$ cat src/rtl/scanmatrix_pkg.sv
// scanmatrix_pkg: shared definitions for the scancode-to-matrix translator.
//   - keymap entry layout {row[2:0], colmask[4:0]} and keymap address layout
//     {mods[2:0], extended, scan[6:0]}
//   - FSM state encoding and counter action encoding
//   - keymap_rom(): built-in keymap used when SCANMATRIX_CPU_ACCESS_EN is
//     undefined (slot-major, one 2048x8 table per slot)
package scanmatrix_pkg;

    localparam int SCAN_W       = 7;
    localparam int MOD_W        = 3;
    localparam int ROW_W        = 3;
    localparam int COLMASK_W    = 5;
    localparam int ENTRY_W      = ROW_W + COLMASK_W;
    localparam int KEYMAP_AW    = MOD_W + 1 + SCAN_W;
    localparam int KEYMAP_DEPTH = 2048;
    localparam int PRESS_AW     = 1 + SCAN_W;
    localparam int PRESS_DEPTH  = 256;

    typedef enum logic [2:0] {
        ST_IDLE      = 3'd0,
        ST_LOOKUP    = 3'd1,
        ST_APPLY     = 3'd2,
        ST_CLEAR     = 3'd3,
        ST_CPUTIME   = 3'd4,
        ST_CPUREAD   = 3'd5,
        ST_CPUWRITE  = 3'd6,
        ST_CPUINCADD = 3'd7
    } state_t;

    typedef enum logic [1:0] {
        ACT_NONE = 2'd0,
        ACT_INC  = 2'd1,
        ACT_DEC  = 2'd2
    } act_t;

    typedef struct packed {
        logic [MOD_W-1:0]  mods;
        logic              ext;
        logic              rel;
        logic [SCAN_W-1:0] scan;
    } scan_code_t;

    typedef struct packed {
        logic             valid;
        logic [MOD_W-1:0] mods;
    } press_ent_t;

    // Built-in keymap; unlisted addresses map to no key (entry 0x00).
    function automatic logic [ENTRY_W-1:0] keymap_rom(input logic [1:0] slot,
                                                      input logic [KEYMAP_AW-1:0] addr);
        logic [ENTRY_W-1:0] ent;
        ent = 8'h00;
        case ({slot, addr})
            13'h001C: ent = 8'h21;  // 0x1C            -> row1 col0
            13'h001A: ent = 8'h01;  // 0x1A            -> row0 col0
            13'h0022: ent = 8'h01;  // 0x22            -> row0 col0
            13'h0021: ent = 8'h01;  // 0x21            -> row0 col0
            13'h0023: ent = 8'h01;  // 0x23            -> row0 col0
            13'h0016: ent = 8'h64;  // 0x16            -> row3 col2
            13'h0116: ent = 8'h42;  // shift+0x16      -> row2 col1
            13'h0015: ent = 8'h8C;  // 0x15            -> row4 col2+col3
            13'h009C: ent = 8'hF0;  // E0 0x1C         -> row7 col4
            13'h0815: ent = 8'hA1;  // slot1 0x15      -> row5 col0
            13'h0916: ent = 8'h10;  // slot1 shift+0x16 -> row0 col4
            default:  ent = 8'h00;
        endcase
        return ent;
    endfunction

endpackage

$ cat src/rtl/scanmatrix_refcnt.sv
// scanmatrix_refcnt: reference counter for one matrix position.
//   clk, rst  : clock, synchronous active-high reset
//   clr       : synchronous clear to zero (clear_all handling)
//   inc, dec  : count up (saturating at all ones) / down (floor at zero)
//   nonzero   : position is held down by at least one scancode
module scanmatrix_refcnt #(
    parameter int CNT_W = 2
) (
    input  logic clk,
    input  logic rst,
    input  logic clr,
    input  logic inc,
    input  logic dec,
    output logic nonzero
);

    logic [CNT_W-1:0] cnt_r;

    // Saturating up/down reference count.
    always_ff @(posedge clk) begin
        if (rst) begin
            cnt_r <= {CNT_W{1'b0}};
        end else if (clr) begin
            cnt_r <= {CNT_W{1'b0}};
        end else if (inc && !dec && (cnt_r != {CNT_W{1'b1}})) begin
            cnt_r <= cnt_r + CNT_W'(1);
        end else if (dec && !inc && (cnt_r != {CNT_W{1'b0}})) begin
            cnt_r <= cnt_r - CNT_W'(1);
        end else begin
            cnt_r <= cnt_r;
        end
    end

    assign nonzero = |cnt_r;

endmodule

$ cat src/rtl/scancode_to_matrix.sv
// scancode_to_matrix: turns PS/2 make/break scancodes into a reference-counted
// keyboard matrix that a host scans with active-low half-row selects.
//   clk, rst           : clock, synchronous active-high reset
//   scan_received      : strobe; scan/extended/released/modifiers valid
//   clear_all          : strobe; release every key
//   sp_row / sp_col    : active-low row select in, active-low column data out
//   din, dout          : CPU keymap write / read data
//   cpuread, cpuwrite, rewind : CPU keymap access levels
//   scan_dropped       : pulse when a scancode hits a full pending latch
// Build option: SCANMATRIX_CPU_ACCESS_EN makes the keymap a CPU-accessible
// RAM; otherwise the keymap is the built-in ROM and the CPU pins are inert.
module scancode_to_matrix
    import scanmatrix_pkg::*;
#(
    parameter int SLOTS = 2,
    parameter int ROWS  = 8,
    parameter int COLS  = 5,
    parameter int CNT_W = 2
) (
    input  logic            clk,
    input  logic            rst,
    input  logic            scan_received,
    input  logic [6:0]      scan,
    input  logic            extended,
    input  logic            released,
    input  logic [2:0]      modifiers,
    input  logic            clear_all,
    input  logic [ROWS-1:0] sp_row,
    output logic [COLS-1:0] sp_col,
    input  logic [7:0]      din,
    output logic [7:0]      dout,
    input  logic            cpuread,
    input  logic            cpuwrite,
    input  logic            rewind,
    output logic            scan_dropped
);

    localparam int SLOT_W = (SLOTS == 4) ? 2 : 1;

    state_t                 state_r, state_s;
    scan_code_t             in_code_s, pend_code_r, cur_code_r;
    logic                   pend_valid_r, clear_req_r, dropped_r;
    logic                   take_pend_s, take_new_s;
    act_t                   act_s, act_r;
    press_ent_t             press_tbl_r [PRESS_DEPTH];
    press_ent_t             press_rd_s;
    logic [MOD_W-1:0]       lk_mods_s;
    logic [KEYMAP_AW-1:0]   map_addr_r;
    logic [SLOT_W-1:0]      slot_r;
    logic [ENTRY_W-1:0]     ent_s;
    logic [ROWS*COLS-1:0]   pressed_s;
    logic [COLS-1:0]        col_s;
    logic [PRESS_AW-1:0]    press_idx_s;

    assign in_code_s   = {modifiers, extended, released, scan};
    assign press_idx_s = {cur_code_r.ext, cur_code_r.scan};

`ifdef SCANMATRIX_CPU_ACCESS_EN
    localparam int CPUADDR_W = KEYMAP_AW + SLOT_W;
    logic [ENTRY_W-1:0]   keymap_mem [SLOTS][KEYMAP_DEPTH];
    logic [CPUADDR_W-1:0] cpuaddr_r;
    logic [7:0]           dout_r;
    logic                 rewind_s, inc_addr_s;
    logic [SLOT_W-1:0]    cpu_slot_s;
    logic [KEYMAP_AW-1:0] cpu_entry_s;

    assign cpu_slot_s  = cpuaddr_r[SLOT_W-1:0];
    assign cpu_entry_s = cpuaddr_r[CPUADDR_W-1:SLOT_W];
    assign ent_s       = keymap_mem[slot_r][map_addr_r];
    assign dout        = dout_r;
`else
    logic unused_cpu_s;
    assign unused_cpu_s = ^{din, cpuread, cpuwrite, rewind};
    assign ent_s        = keymap_rom(2'(slot_r), map_addr_r);
    assign dout         = 8'h00;
`endif

    // Press-table lookup: decide whether this code changes the matrix and
    // which modifier set addresses the keymap (stored ones on release).
    always_comb begin
        press_rd_s = press_tbl_r[press_idx_s];
        act_s      = ACT_NONE;
        lk_mods_s  = cur_code_r.mods;
        if (!cur_code_r.rel && !press_rd_s.valid) begin
            act_s = ACT_INC;
        end else if (cur_code_r.rel && press_rd_s.valid) begin
            act_s     = ACT_DEC;
            lk_mods_s = press_rd_s.mods;
        end else begin
            act_s = ACT_NONE;
        end
    end

    // Next-state logic and IDLE arbitration.
    always_comb begin
        state_s     = state_r;
        take_pend_s = 1'b0;
        take_new_s  = 1'b0;
`ifdef SCANMATRIX_CPU_ACCESS_EN
        rewind_s    = 1'b0;
        inc_addr_s  = 1'b0;
`endif
        case (state_r)
            ST_IDLE: begin
                if (clear_all || clear_req_r) begin
                    state_s = ST_CLEAR;
                end else if (pend_valid_r) begin
                    state_s     = ST_LOOKUP;
                    take_pend_s = 1'b1;
                end else if (scan_received) begin
                    // Direct path keeps the latch free for a follow-up code.
                    state_s    = ST_LOOKUP;
                    take_new_s = 1'b1;
`ifdef SCANMATRIX_CPU_ACCESS_EN
                end else if (rewind) begin
                    rewind_s = 1'b1;
                end else if (cpuread || cpuwrite) begin
                    state_s = ST_CPUTIME;
`endif
                end else begin
                    state_s = ST_IDLE;
                end
            end
            ST_LOOKUP: state_s = (act_s == ACT_NONE) ? ST_IDLE : ST_APPLY;
            ST_APPLY: begin
                if (slot_r == SLOT_W'(SLOTS - 1)) begin
                    state_s = ST_IDLE;
                end else begin
                    state_s = ST_APPLY;
                end
            end
            ST_CLEAR: state_s = ST_IDLE;
`ifdef SCANMATRIX_CPU_ACCESS_EN
            ST_CPUTIME: begin
                if (cpuwrite) begin
                    state_s = ST_CPUWRITE;
                end else if (cpuread) begin
                    state_s = ST_CPUREAD;
                end else begin
                    state_s = ST_IDLE;
                end
            end
            ST_CPUREAD:  state_s = ST_CPUINCADD;
            ST_CPUWRITE: state_s = ST_CPUINCADD;
            ST_CPUINCADD: begin
                if (!cpuread && !cpuwrite) begin
                    state_s    = ST_IDLE;
                    inc_addr_s = 1'b1;
                end else begin
                    state_s = ST_CPUINCADD;
                end
            end
`endif
            default: state_s = ST_IDLE;
        endcase
    end

    // FSM state register.
    always_ff @(posedge clk) begin
        if (rst) begin
            state_r <= ST_IDLE;
        end else begin
            state_r <= state_s;
        end
    end

    // Pending latch, current code, clear request and apply sequencing.
    always_ff @(posedge clk) begin
        if (rst) begin
            pend_valid_r <= 1'b0;
            pend_code_r  <= 12'h000;
            cur_code_r   <= 12'h000;
            clear_req_r  <= 1'b0;
            dropped_r    <= 1'b0;
            act_r        <= ACT_NONE;
            map_addr_r   <= 11'h000;
            slot_r       <= {SLOT_W{1'b0}};
        end else begin
            dropped_r <= 1'b0;
            if (take_pend_s) begin
                pend_valid_r <= 1'b0;
            end
            // A latch being drained this cycle can accept the new code.
            if (scan_received && !take_new_s) begin
                if (pend_valid_r && !take_pend_s) begin
                    dropped_r <= 1'b1;
                end else begin
                    pend_valid_r <= 1'b1;
                    pend_code_r  <= in_code_s;
                end
            end
            if (take_pend_s) begin
                cur_code_r <= pend_code_r;
            end else if (take_new_s) begin
                cur_code_r <= in_code_s;
            end
            if (state_s == ST_CLEAR) begin
                clear_req_r <= 1'b0;
            end else if (clear_all) begin
                clear_req_r <= 1'b1;
            end
            if (state_r == ST_LOOKUP) begin
                act_r      <= act_s;
                map_addr_r <= {lk_mods_s, cur_code_r.ext, cur_code_r.scan};
                slot_r     <= {SLOT_W{1'b0}};
            end else if (state_r == ST_APPLY) begin
                slot_r <= slot_r + SLOT_W'(1);
            end
        end
    end

    // Press table: valid bit plus the modifiers captured at make time.
    always_ff @(posedge clk) begin
        if (rst || (state_r == ST_CLEAR)) begin
            for (int i = 0; i < PRESS_DEPTH; i++) begin
                press_tbl_r[i] <= 4'h0;
            end
        end else if ((state_r == ST_LOOKUP) && (act_s == ACT_INC)) begin
            press_tbl_r[press_idx_s] <= {1'b1, cur_code_r.mods};
        end else if ((state_r == ST_LOOKUP) && (act_s == ACT_DEC)) begin
            press_tbl_r[press_idx_s] <= {1'b0, press_rd_s.mods};
        end
    end

`ifdef SCANMATRIX_CPU_ACCESS_EN
    // CPU address pointer and read-data register.
    always_ff @(posedge clk) begin
        if (rst) begin
            cpuaddr_r <= {CPUADDR_W{1'b0}};
            dout_r    <= 8'h00;
        end else begin
            if (rewind_s) begin
                cpuaddr_r <= {CPUADDR_W{1'b0}};
            end else if (inc_addr_s) begin
                cpuaddr_r <= cpuaddr_r + CPUADDR_W'(1);
            end
            if (state_r == ST_CPUREAD) begin
                dout_r <= keymap_mem[cpu_slot_s][cpu_entry_s];
            end
        end
    end

    // Keymap RAM write port; contents survive reset.
    always_ff @(posedge clk) begin
        if (state_r == ST_CPUWRITE) begin
            keymap_mem[cpu_slot_s][cpu_entry_s] <= din;
        end
    end
`endif

    // One reference counter per matrix position; entries with row >= ROWS
    // never match a generated row and therefore press nothing.
    for (genvar r = 0; r < ROWS; r++) begin : g_row
        for (genvar c = 0; c < COLS; c++) begin : g_col
            logic hit_s;
            assign hit_s = (state_r == ST_APPLY) && (ent_s[7:5] == ROW_W'(r)) && ent_s[c];
            scanmatrix_refcnt #(.CNT_W(CNT_W)) u_cnt (
                .clk     (clk),
                .rst     (rst),
                .clr     (state_r == ST_CLEAR),
                .inc     (hit_s && (act_r == ACT_INC)),
                .dec     (hit_s && (act_r == ACT_DEC)),
                .nonzero (pressed_s[r*COLS + c])
            );
        end
    end

    // Column data: AND of every selected half-row, low where a key is held.
    always_comb begin
        col_s = {COLS{1'b1}};
        for (int r = 0; r < ROWS; r++) begin
            for (int c = 0; c < COLS; c++) begin
                col_s[c] = col_s[c] & ~(~sp_row[r] & pressed_s[r*COLS + c]);
            end
        end
    end

    assign sp_col       = col_s;
    assign scan_dropped = dropped_r;

endmodule

$ cat config.mk
export PLATFORM = sky130hd
export DESIGN_NAME = scancode_to_matrix
export DESIGN_NICKNAME = d
export VERILOG_FILES = /design/src/rtl/scanmatrix_pkg.sv /design/src/rtl/scanmatrix_refcnt.sv /design/src/rtl/scancode_to_matrix.sv
export SDC_FILE = /design/constraint.sdc
export NUM_CORES = 2
export LEC_CHECK = 0
export BUFFER_PORTS_ARGS = -buffer_cell sky130_fd_sc_hd__buf_2
export CAP_MARGIN = 20
export CORE_ASPECT_RATIO = 0.5
export CORE_UTILIZATION = 35
export DETAILED_ROUTE_END_ITERATION = 10
export PLACE_DENSITY_LB_ADDON = 0.12
export SETUP_SLACK_MARGIN = 0.2
export SLEW_MARGIN = 20
export SYNTH_ARGS = -nofsm -noshare
export SYNTH_HDL_FRONTEND = slang
export SYNTH_SLANG_ARGS = --single-unit
$ cat constraint.sdc
create_clock -name clk -period 9.7 [get_ports clk]
set_input_delay 0 -clock clk [delete_from_list [all_inputs] [get_ports clk]]
set_output_delay 0 -clock clk [all_outputs]
set_load 0.02 [all_outputs]
* After elaboration in Yosys (flattened, before gate mapping) *
Memory sizes are Yosys's and may differ from the RTL's. A register that Yosys moved wholly into a read port is not among the register bits.
Cells that the tools add are included.
W data, S select, Z words.

storage, ports and cells
  register bits after elaboration = 124
  RAM bits = 1024
  input port bits = 35
  output and inout bits = 14
  logic and storage cells = 959
  memories kept = 1

operators by class
  add/subtract/negate cells = 81
  equal/unequal tests = 66
  muxes and demuxes = 119
  bitwise gates (word level) = 126
  reduce and logical (&&, ||, !) cells = 511

memory list
  memory       depth  width  rd ports  clocked after memory_dff  write ports  RTL line                  text
  press_tbl_r  256    4      1         1                         256          scancode_to_matrix.sv:45  press_ent_t press_tbl_r [PRESS_DEPTH];

operators by type and width
  operator                number
  $logic_and A1 B1 Y1     294
  $mux W2                 85
  $reduce_bool A2 Y1      81
  $reduce_or A2 Y1        44
  $logic_not A1 Y1        84
  $add A2 B1 Y2 const B   40
  $ne A2 B2 Y1 const B    40
  $sub A2 B1 Y2 const B   40
  $and A1 B1 Y1           75
  $pmux W8 S8             1
  $not A1 Y1              50
  $eq A12 B5 Y1 const B   4
  $eq A12 B6 Y1 const B   3
  $eq A12 B12 Y1 const B  2
  $mux W12                2
  $mux W8                 3
  $mux W1                 23
  $eq A3 B2 Y1 const B    5
  $eq A12 B8 Y1 const B   1
  $eq A12 B9 Y1 const B   1
  $eq A3 B3 Y1 const B    4
  $pmux W3 S3             1
  $mux W4                 2
  $reduce_or A4 Y1        2
  other kinds (10)        16

* Longest topological paths before layout *
  depth after elaboration = 12
  depth in mapped cells = 20

* Cells and area by module *
Synthesis repeated with hierarchy kept, for this count alone.

unflattened totals
  cell total of the unflattened synthesis = 4293
  area total of the unflattened synthesis = 53263.6 µm²

modules (own cells, without submodules)
  module              instances  cells each  area an instance (µm²)
  scancode_to_matrix  1          3773        48659.2
  scanmatrix_refcnt   40         13          115.1

* Worst setup path after synthesis *
Ideal clock, no wire load.

  path kind = reg-to-reg
  from = register with a tool-made name
  to = memory press_tbl_r[155][0] in the netlist's numbering (enable)
  library setup time = 0.308 ns
  arrival time = 4.363 ns
  required time = 9.392 ns
  path slack = 5.029 ns
  cell stages (with the launch flop) = 17
  buffers on the path = 5
  period minus slack after synthesis = 4.671 ns
  cells stage by stage = dfxtp_1 -> clkbuf_1 -> clkbuf_1 -> clkbuf_1 -> mux4_2 -> mux4_2 -> a22oi_1 -> nand2_1 -> a21oi_1 -> o221a_2 -> ha_1 -> o21ai_1 -> buf_2 -> nor3_1 -> clkbuf_1 -> nand2_1 -> nand2_1

RTL lines
  what              RTL line
  end: declaration  scancode_to_matrix.sv:45

==> summary.md <==
| Metric | Value |
|---|---|
| Worst r2r path cells | `14` |
| Top post-synthesis cells by area | `edfxtp_1, mux4_2, nor2_1, dfxtp_1, nand2_1` |
| Synthesized instance count | `4,014` |
| Switching share of power | `0.254` |
| Initial core utilization | `0.355` |
| Input/output buffers | `29` |
| Fillers | `13,500` |
| Routed WL per cell | `24.5 um` |
| Yosys cell types | `64` |
| Final period util | `0.717` |
| CP Capture Type | `flop` |
| I/O pin cnt | `49` |
| Core area | `0.144 mm2` |
| Worst Setup Start Kind | `flop` |
| Post-DRT Antenna Nets | `0` |
| DR iter-0 viols | `3,284` |
| CTS tree | `done` |
| CTS sink cnt | `1,155` |
| Syn Area/Cell | `12.8 um2` |
| Register share of total power | `0.503` |
| Largest area contributor in the netlist | `edfxtp_1` |
| Synth warn | `0` |
| Largest net degree at the start of global routing | `163` |
| Die extent in y | `272 um` |
| H-tree depth | `3` |
| Worst reg-to-reg setup slack | `2750 ps` |
| Post-CTS Resized | `0` |
| Top-area cell type share of the netlist area | `0.600` |
| Vias per cell | `5.33` |
| Layout cells sized above 1 | `0.143` |
| Post-DP HPWL | `95,900 um` |
| Total negative setup slack | `0 ps` |
| WP data required | `10,150 ps` |
| FFs w/ async S/R, synth | `0` |
| Post-layout power | `11.7 mW` |
| Placer Congestion | `0.809` |
| Slew Viols, Final | `0` |
| Synthesized cell area | `0.0512 mm2` |
| Site row count | `98` |
| Cell leakage power | `19.4 nW` |
| Critical path class | `reg -> reg` |
| Non-filler instance count after layout | `6,043` |
| Clock skew | `21.8 ps` |
| Prevailing post-synth register cell | `edfxtp_1` |
| Dpl ws | `2770 ps` |
| Core Util, Final | `0.399` |
| Post-DP Area | `0.0534 mm2` |
| Area grow syn2layout | `12.3%` |
| Total GRT Usage | `0.200` |
| Endpoints failing setup | `0` |
| MaxCap Viol Count | `0` |
| Latest clock arrival within the worst-skew pair | `730 ps` |
| # Post-CTS Setup Buffers | `0` |
| Worst hold path type | `in -> reg` |
| Total gr overflow | `0` |
| Fin. Hold Viols | `0` |
| Worst Setup Slack, final | `2750 ps` |
| Yosys reg bits | `1,155` |
| Post-route DRC | `0` |
| Clk root buf | `clkbuf_16` |
| Hold-fix buffers, CTS | `40` |
| Num CTS Buffers | `112` |
| Slew margin rel. | `0.155` |
| Fmax achieved | `144 MHz` |
| RSZ-0062 raised after global routing | `no` |
| Post-route cell area | `0.0575 mm2` |
| PwrDens | `203 mW/mm2` |
| Reg-to-Reg End | `press_tbl_r[20][1]` |
| Crit path DAT | `7400 ps` |
| Worst VDD drop | `139 uV` |
| Initial antenna violation count | `7` |
| CTS Buffer Depth | `3` |
| First-pass GRT wire length | `217,000 um` |
| Die W | `543 um` |
| Total die area | `0.148 mm2` |
| Number of flops mapped to enable cells by yosys | `1,024` |
| Switch Pwr | `2.96 mW` |
| CP max FO | `162` |
| Clk pin slew, worst setup/hold paths | `60 ps` |
| Gate power share | `0.116` |
| Min Tclk post-route | `6950 ps` |
| Int Pwr | `8.70 mW` |
| Critical Path Sink | `press_tbl_r[20][1]` |
| Routed WL | `148,000 um` |
| Drt pass-1 iters | `6` |
| Nets | `4,034` |
| Placed insts | `5,789` |
| Status | `complete, no violations` |
| Vias | `32,200` |
| Final hold slack | `170 ps` |
| Worst Tran Pin Value | `1270 ps` |
| Post-synthesis sequential area ratio | `0.652` |
| Clock network fraction of total power | `0.381` |
| Vias in the first global route | `31,400` |
critical path, cell delays in order (launching register included):
cell,delay (ps)
dfxtp_4,720
buf_12,570
mux4_2,620
mux4_2,600
a22oi_1,210
nand2_1,70
a21oi_1,560
o221a_2,440
inv_2,60
ha_1,250
nor4b_2,200
buf_12,310
a31oi_4,930
buf_4,670
nor2_1,100
final cells by class:
type,count,area (um2),area share
Antenna cell,2,5.00,0.0000870
Clock buffer,147,3080,0.0536
Clock inverter,63,561,0.00975
Inverter,9,33.8,0.000587
Multi-Input combinational cell,2565,16600,0.289
Sequential cell,1155,33400,0.581
Tap cell,1950,2440,0.0424
Timing Repair Buffer,152,1360,0.0236
layout by cell type (no fill, tap or decap), types with 21 or more instances in the layout:
cell           instances
mux2_2                22
nor2_1              1143
dlygate4sd3_1         40
o21ai_0               43
dfxtp_1              126
mux2i_1               83
clkbuf_1              26
buf_4                 68
buf_2                 29
a22oi_1               50
o22ai_1               25
nor3_1                23
clkbuf_16            117
a22o_1                21
nand2b_1              22
clkinv_1              30
edfxtp_1            1024
mux4_2               251
nor2b_1               43
nand2_1              553
a21oi_1               44
and2_1                68
worst min path at each step:
| stage | startpoint | end | slack [ps] | cells after the start |
|---|---|---|---|---|
| after global placement | released | pend_code_r[7] | 250 | 3 |
| after floorplan | scan[0] | pend_code_r[0] | 140 | 2 |
| after detailed placement | modifiers[0] | pend_code_r[9] | 260 | 3 |
| after CTS | released | cur_code_r[7] | 130 | 4 |
| after global routing | modifiers[0] | cur_code_r[9] | 170 | 4 |
| final | clear_all | clear_req_r | 170 | 4 |
power groups by stage:
stage | Clock (mW) | Combinational [mW] | Sequential, mW
6_report | 4.44 | 1.35 | 5.87
5_1_grt | 4.71 | 1.43 | 5.89
4_1_cts | 4.53 | 1.35 | 5.87
3_5_place_dp | 0 | 1.33 | 5.97
3_3_place_gp | 0 | 1.31 | 5.97
2_1_floorplan | 0 | 0.888 | 5.86
logic make-up (layout without fill, tap and decap cells):
logic type / count (synthesis) / in the layout / synth area share
muxes: 356 / 356 / 0.131
and+or+nand+nor: 1941 / 1941 / 0.154
adders and majority gates: 4 / 4 / 0.000977
DFF: 1155 / 1155 / 0.652
buffers and inverters: 301 / 371 / 0.0279
other: 1 / 10 / 0.0000732
AOI/OAI and AO/OA: 256 / 256 / 0.0340
sequential cells by signal (all words and copies together) (netlist names), named ones only:
register,flops
g_row.g_col.u_cnt.cnt_r,80
map_addr_r,11
slot_r,1
clear_req_r,1
state_r,2
pend_code_r,12
cur_code_r,12
pend_valid_r,1
act_r,2
press_tbl_r,1024
scan_dropped,1
synthesized netlist by cell type, types with 8 or more instances:
| cell type | number |
|---|---|
| nor3_1 | 35 |
| a21oi_1 | 45 |
| buf_2 | 106 |
| edfxtp_1 | 1024 |
| buf_4 | 28 |
| mux2_2 | 22 |
| buf_6 | 8 |
| o22ai_1 | 25 |
| nor2b_1 | 46 |
| nor2_1 | 1152 |
| nand2b_1 | 22 |
| o21ai_0 | 44 |
| mux2i_1 | 83 |
| a22oi_1 | 50 |
| nand3_1 | 10 |
| dfxtp_1 | 131 |
| inv_1 | 8 |
| nor4_1 | 11 |
| a22o_1 | 21 |
| and2_1 | 68 |
| mux4_2 | 251 |
| clkbuf_1 | 135 |
| buf_1 | 15 |
| a211oi_1 | 17 |
| nand4_1 | 9 |
| nand2_1 | 553 |
metal layers:
metal | part of all wire | global-route usage
met5 | 0.000088 | 0
met1 | 0.47 | 0.297
met3 | 0.067 | 0.0321
met2 | 0.45 | 0.307
met4 | 0.018 | 0.0414
No activity file was read; power rests on OpenSTA's default activity.
